<file path="src/rtl/apb_timeout_guard.sv">
// apb_timeout_guard: APB pass-through stage that ends transfers stalled by a hung slave with PSLVERR
module apb_timeout_guard #(
  parameter int APB_ADDR_WIDTH = 32,
  parameter int APB_DATA_WIDTH = 32,
  parameter int TIMEOUT_CYCLES = 256,
  localparam int CNT_WIDTH = $clog2(TIMEOUT_CYCLES + 1)
) (
  input  logic                      clk_i,
  input  logic                      rst_i,
  input  logic                      en_i,
  input  logic                      clear_i,
  input  logic [APB_ADDR_WIDTH-1:0] s_paddr,
  input  logic [APB_DATA_WIDTH-1:0] s_pwdata,
  input  logic                      s_pwrite,
  input  logic                      s_psel,
  input  logic                      s_penable,
  output logic [APB_DATA_WIDTH-1:0] s_prdata,
  output logic                      s_pready,
  output logic                      s_pslverr,
  output logic [APB_ADDR_WIDTH-1:0] m_paddr,
  output logic [APB_DATA_WIDTH-1:0] m_pwdata,
  output logic                      m_pwrite,
  output logic                      m_psel,
  output logic                      m_penable,
  input  logic [APB_DATA_WIDTH-1:0] m_prdata,
  input  logic                      m_pready,
  input  logic                      m_pslverr,
  output logic                      timeout_o,
  output logic [15:0]               err_count_o,
  output logic [APB_ADDR_WIDTH-1:0] err_addr_o
);
  typedef enum logic [1:0] {IDLE, WAIT, RESP} state_t;
  localparam logic [CNT_WIDTH-1:0] LAST = CNT_WIDTH'(TIMEOUT_CYCLES - 1);
  state_t state;
  logic [CNT_WIDTH-1:0] cnt;
  logic resp;
  assign resp      = state == RESP;
  assign m_paddr   = s_paddr;
  assign m_pwdata  = s_pwdata;
  assign m_pwrite  = s_pwrite;
  assign m_psel    = s_psel & ~resp;
  assign m_penable = s_penable & ~resp;
  assign s_prdata  = resp ? '0 : m_prdata;
  assign s_pready  = resp | m_pready;
  assign s_pslverr = resp | m_pslverr;
  // error registers latch during the RESP cycle so they read back one cycle after it
  always_ff @(posedge clk_i) begin
    if (rst_i) begin
      state       <= IDLE;
      cnt         <= '0;
      timeout_o   <= 1'b0;
      err_count_o <= '0;
      err_addr_o  <= '0;
    end else begin
      timeout_o   <= 1'b0;
      err_count_o <= resp ? (clear_i ? 16'd1 : err_count_o + 16'(err_count_o != 16'hFFFF))
                          : (clear_i ? '0 : err_count_o);
      err_addr_o  <= resp ? s_paddr : (clear_i ? '0 : err_addr_o);
      case (state)
        IDLE:
          if (s_psel && s_penable && !m_pready && en_i) begin
            state <= WAIT;
            cnt   <= CNT_WIDTH'(1);
          end else cnt <= '0;
        WAIT:
          if (!s_psel || m_pready) begin
            state <= IDLE;
            cnt   <= '0;
          end else if (en_i && cnt == LAST) begin
            state     <= RESP;
            cnt       <= '0;
            timeout_o <= 1'b1;
          end else if (en_i) cnt <= cnt + CNT_WIDTH'(1);
        default: begin
          state <= IDLE;
          cnt   <= '0;
        end
      endcase
    end
  end
endmodule
</file>
<file path="config.mk">
export PLATFORM = sky130hd
export DESIGN_NAME = apb_timeout_guard
export DESIGN_NICKNAME = d
export VERILOG_FILES = /design/src/rtl/apb_timeout_guard.sv
export SDC_FILE = /design/constraint.sdc
export NUM_CORES = 1
export LEC_CHECK = 0
export CORE_AREA = 2 2 98 100
export DETAILED_ROUTE_END_ITERATION = 12
export DIE_AREA = 0 0 100 102
export DONT_BUFFER_PORTS = 1
export PLACE_DENSITY = 0.6
export SYNTH_ARGS = -nofsm -noshare
export SYNTH_HDL_FRONTEND = slang
export SYNTH_SLANG_ARGS = --single-unit
</file>
<file path="constraint.sdc">
create_clock -name clk_i -period 3.3 [get_ports clk_i]
set_input_delay 0.33 -clock clk_i [delete_from_list [all_inputs] [get_ports clk_i]]
set_output_delay 0.33 -clock clk_i [all_outputs]
set_load 0.01 [all_outputs]
</file>
==> out/metrics.yaml <==
portBuffers: 0
peakVddDrop_mv: 0.1898
power.density_nw_per_um2: 476.6
synthFlopType: "dfxtp_1"
rrSetupSlack_ns: 0.69
worstMarginPinSlew_ns: 0.4161
cp-endpoint: "err_count_o[11]$_SDFFE_PP0P_"
drc: 0
cts_made_buffers: 9
grt_overflow: 0
antenna_found_initial: 0
reg2reg_depth: 8
area_growth_pct: -6.543
crit_arrival_ns: 2.83
dr.pass1.iters: 4
cellLeakagePower_nw: 0.9775
routed_wirelength_um: 7452
initial_core_util_pct: 35.48
drv_cap: 0
grt_pass1_wl_um: 10700
clkTransAtPathRegs_ns: 0.08
max_freq_ghz: 0.3831
final_cells: 437
die_h_um: 102
worst_slew_margin_rel_pct: 72.11
synth.area.top_cells: "dfxtp_1 (37%), buf_4 (15%), nor3b_1 (7.7%), nor2b_1 (6.8%), a21oi_1 (6.0%)"
reg2reg_from: "err_count_o[6]$_SDFFE_PP0P_"
cts_hold_buf: 0
dr.first_iter.drc_count: 53
setup_slack_ns: 0.6898
syn_inst: 395
timing.hold.ws_ns: 0.05613
slowest_delay_ns: 0.51
synth_top_area_share_pct: 37.17
viasPerCell: 5.400
synth.top_cells.by_count: "buf_4 (65), dfxtp_1 (60), nor2_1 (51)"
cts_root_buf: "clkbuf_8"
end_kind: "flip-flop"
critPathSlowestCell: "or3_2"
die_x_um: 100
ctsResizeCount: 0
skew_ns: 0.01391
cts.sinks: 60
hold_viol_final: 0
dieArea_um2: 10200
place_ws_ns: 0.7380
cp_max_fo: 7
cts_tree: "yes"
yosysSeqAreaShare_pct: 37.17
required_ns: 3.52
dr_total_vias: 2360
synth_cell_types: 34
dp_cells: 419
hold_path_class: "in -> reg"
fin_crit_ns: 2.610
syn_area_per_cell_um2: 8.182
slew_violations: 0
startpoint_type: "flip-flop"
yosysTopAreaCell: "dfxtp_1"
r2r_end: "err_count_o[11]$_SDFFE_PP0P_"
critPathBufInv: 0
grt_pass1_vias: 2092
ios: 255
clk_latency_ns: 0.34
grt_max_degree: 46
clockBufferDepth: 2
finalCritPeriodShare_pct: 79.10
post_drt_wl_per_cell_um: 17.05
drive_above_1_share_pct: 7.716
grt_usage_pct: 13.59
cp_top_family: "simple AND/OR/NAND/NOR gates"
synth_area_um2: 3232
async_flop_share_pct: 0
synth_warnings: 0
tns_ns: 0
crit_type: "reg -> reg"
worstPathCellList: "nand4_2 > or3_1 > or3_2 > ha_1 > and4b_1 > or4b_1 > xor2_1 > nor2_1"
cts_setup_buffers: 0
dp_hpwl_um: 5390
ant_nets: 0
gp_congestion: 0.8611
crit_start: "err_count_o[6]$_SDFFE_PP0P_"
cp_num_cells: 8
core-area_um2: 9109
status: "complete, no violations"
rsz0062_at_grt: "false"
synth-edff-count: 0
syn-num-nets: 503
num_rows: 35
synth-seq-cells: 60
h-tree-depth: 3
finalSetupViolations: 0
layout.nets: 427
synth_most_common_cell: "buf_4"
==> per-layer routing <==
metal,up-vias,track usage (%),share of wire [%]
li1,1108,-,-
met1,1083,13.82,37
met2,159,24.27,51
met3,10,5.951,11
met4,0,6.112,1.2
met5,-,0,0
==> state kept, by name (all words and copies together), names as in the netlist <==
| signal | flops |
|---|---|
| cnt | 9 |
| err_addr_o | 32 |
| err_count_o | 16 |
| state | 2 |
| timeout_o | 1 |
==> kinds of logic (layout without fill, tap and decap cells) <==
group           Yosys count  after routing  share of synthesized area, %
other cells               0              2                             0
mux                       1              1                        0.3097
compound gates           52             52                         8.595
flops                    60             60                         37.17
xor+xnor                 15             15                         4.065
simple gates            171            171                         30.28
fa+ha+maj                 3              3                         1.162
buf+inv                  93             22                         18.43
==> power breakdown <==
| part | internal, mW | switching [mW] | total [mW] |
|---|---|---|---|
| Clock | 0.371 | 0.304 | 0.675 |
| Sequential | 0.724 | 0.000732 | 0.725 |
| Combinational | 0.0147 | 0.0246 | 0.0393 |
| Total | 1.11 | 0.330 | 1.44 |
==> worst min path at each step <==
stage                                  endpoint  slack, ns           startpoint  cells after the start
finish              err_count_o[0]$_SDFFE_PP0P_       0.06                rst_i                      1
CTS                 err_count_o[0]$_SDFFE_PP0P_       0.03                rst_i                      1
global placement            cnt[0]$_SDFFE_PP0P_       0.40                rst_i                      1
floorplan                   cnt[8]$_SDFFE_PP0P_       0.42  cnt[8]$_SDFFE_PP0P_                      1
global route        err_count_o[0]$_SDFFE_PP0P_       0.02                rst_i                      1
detailed placement          cnt[0]$_SDFFE_PP0P_       0.41                rst_i                      1
==> worst reg2reg max path: cells and delay by family, from the launching register on <==
kind / cells / cell delay [ns]
flip-flops: 1 / 0.48
adder cells (fa/ha/maj): 1 / 0.22
AND/OR/NAND/NOR: 6 / 1.66
XOR/XNOR: 1 / 0.15
==> layout make-up <==
type | instances | area (µm²)
well taps | 111 | 138.9
clock inverters | 5 | 61.31
multi-input cells | 242 | 1443
repair buffers | 2 | 15.01
fillers | 967 | 6088
flip-flops and latches | 60 | 1201
inverters | 4 | 15.01
diodes | 2 | 5.005
clock buffers | 11 | 141.4
==> cells in the final DEF (no fill, tap or decap), drive strengths merged, types with 2 or more instances in the layout <==
master,count
or2,3
xor2,10
nor2b,35
xnor2,5
nor3b,33
nor3,6
nand4,6
buf,2
a21oi,39
nor4,3
clkinvlp,3
diode,2
or3,9
clkbuf,11
a22oi,2
nand4b,2
nor2,51
o2111ai,2
inv,4
o21ai,8
and4b,2
nand3,6
nand2,10
dfxtp,60
ha,3
==> through the flow <==
| stage | utilization [%] | total power [mW] | instance area, µm² |
|---|---|---|---|
| after floorplan | - | 0.8714 | 3232 |
| after global placement | 30.88 | 0.7814 | 2813 |
| after detailed placement | 30.88 | 0.7811 | 2813 |
| after CTS | 33.10 | 1.464 | 3015 |
| after global routing | 33.10 | 1.500 | 3015 |
| final | 33.16 | 1.439 | 3020 |
No activity file was read; power rests on OpenSTA's default activity.
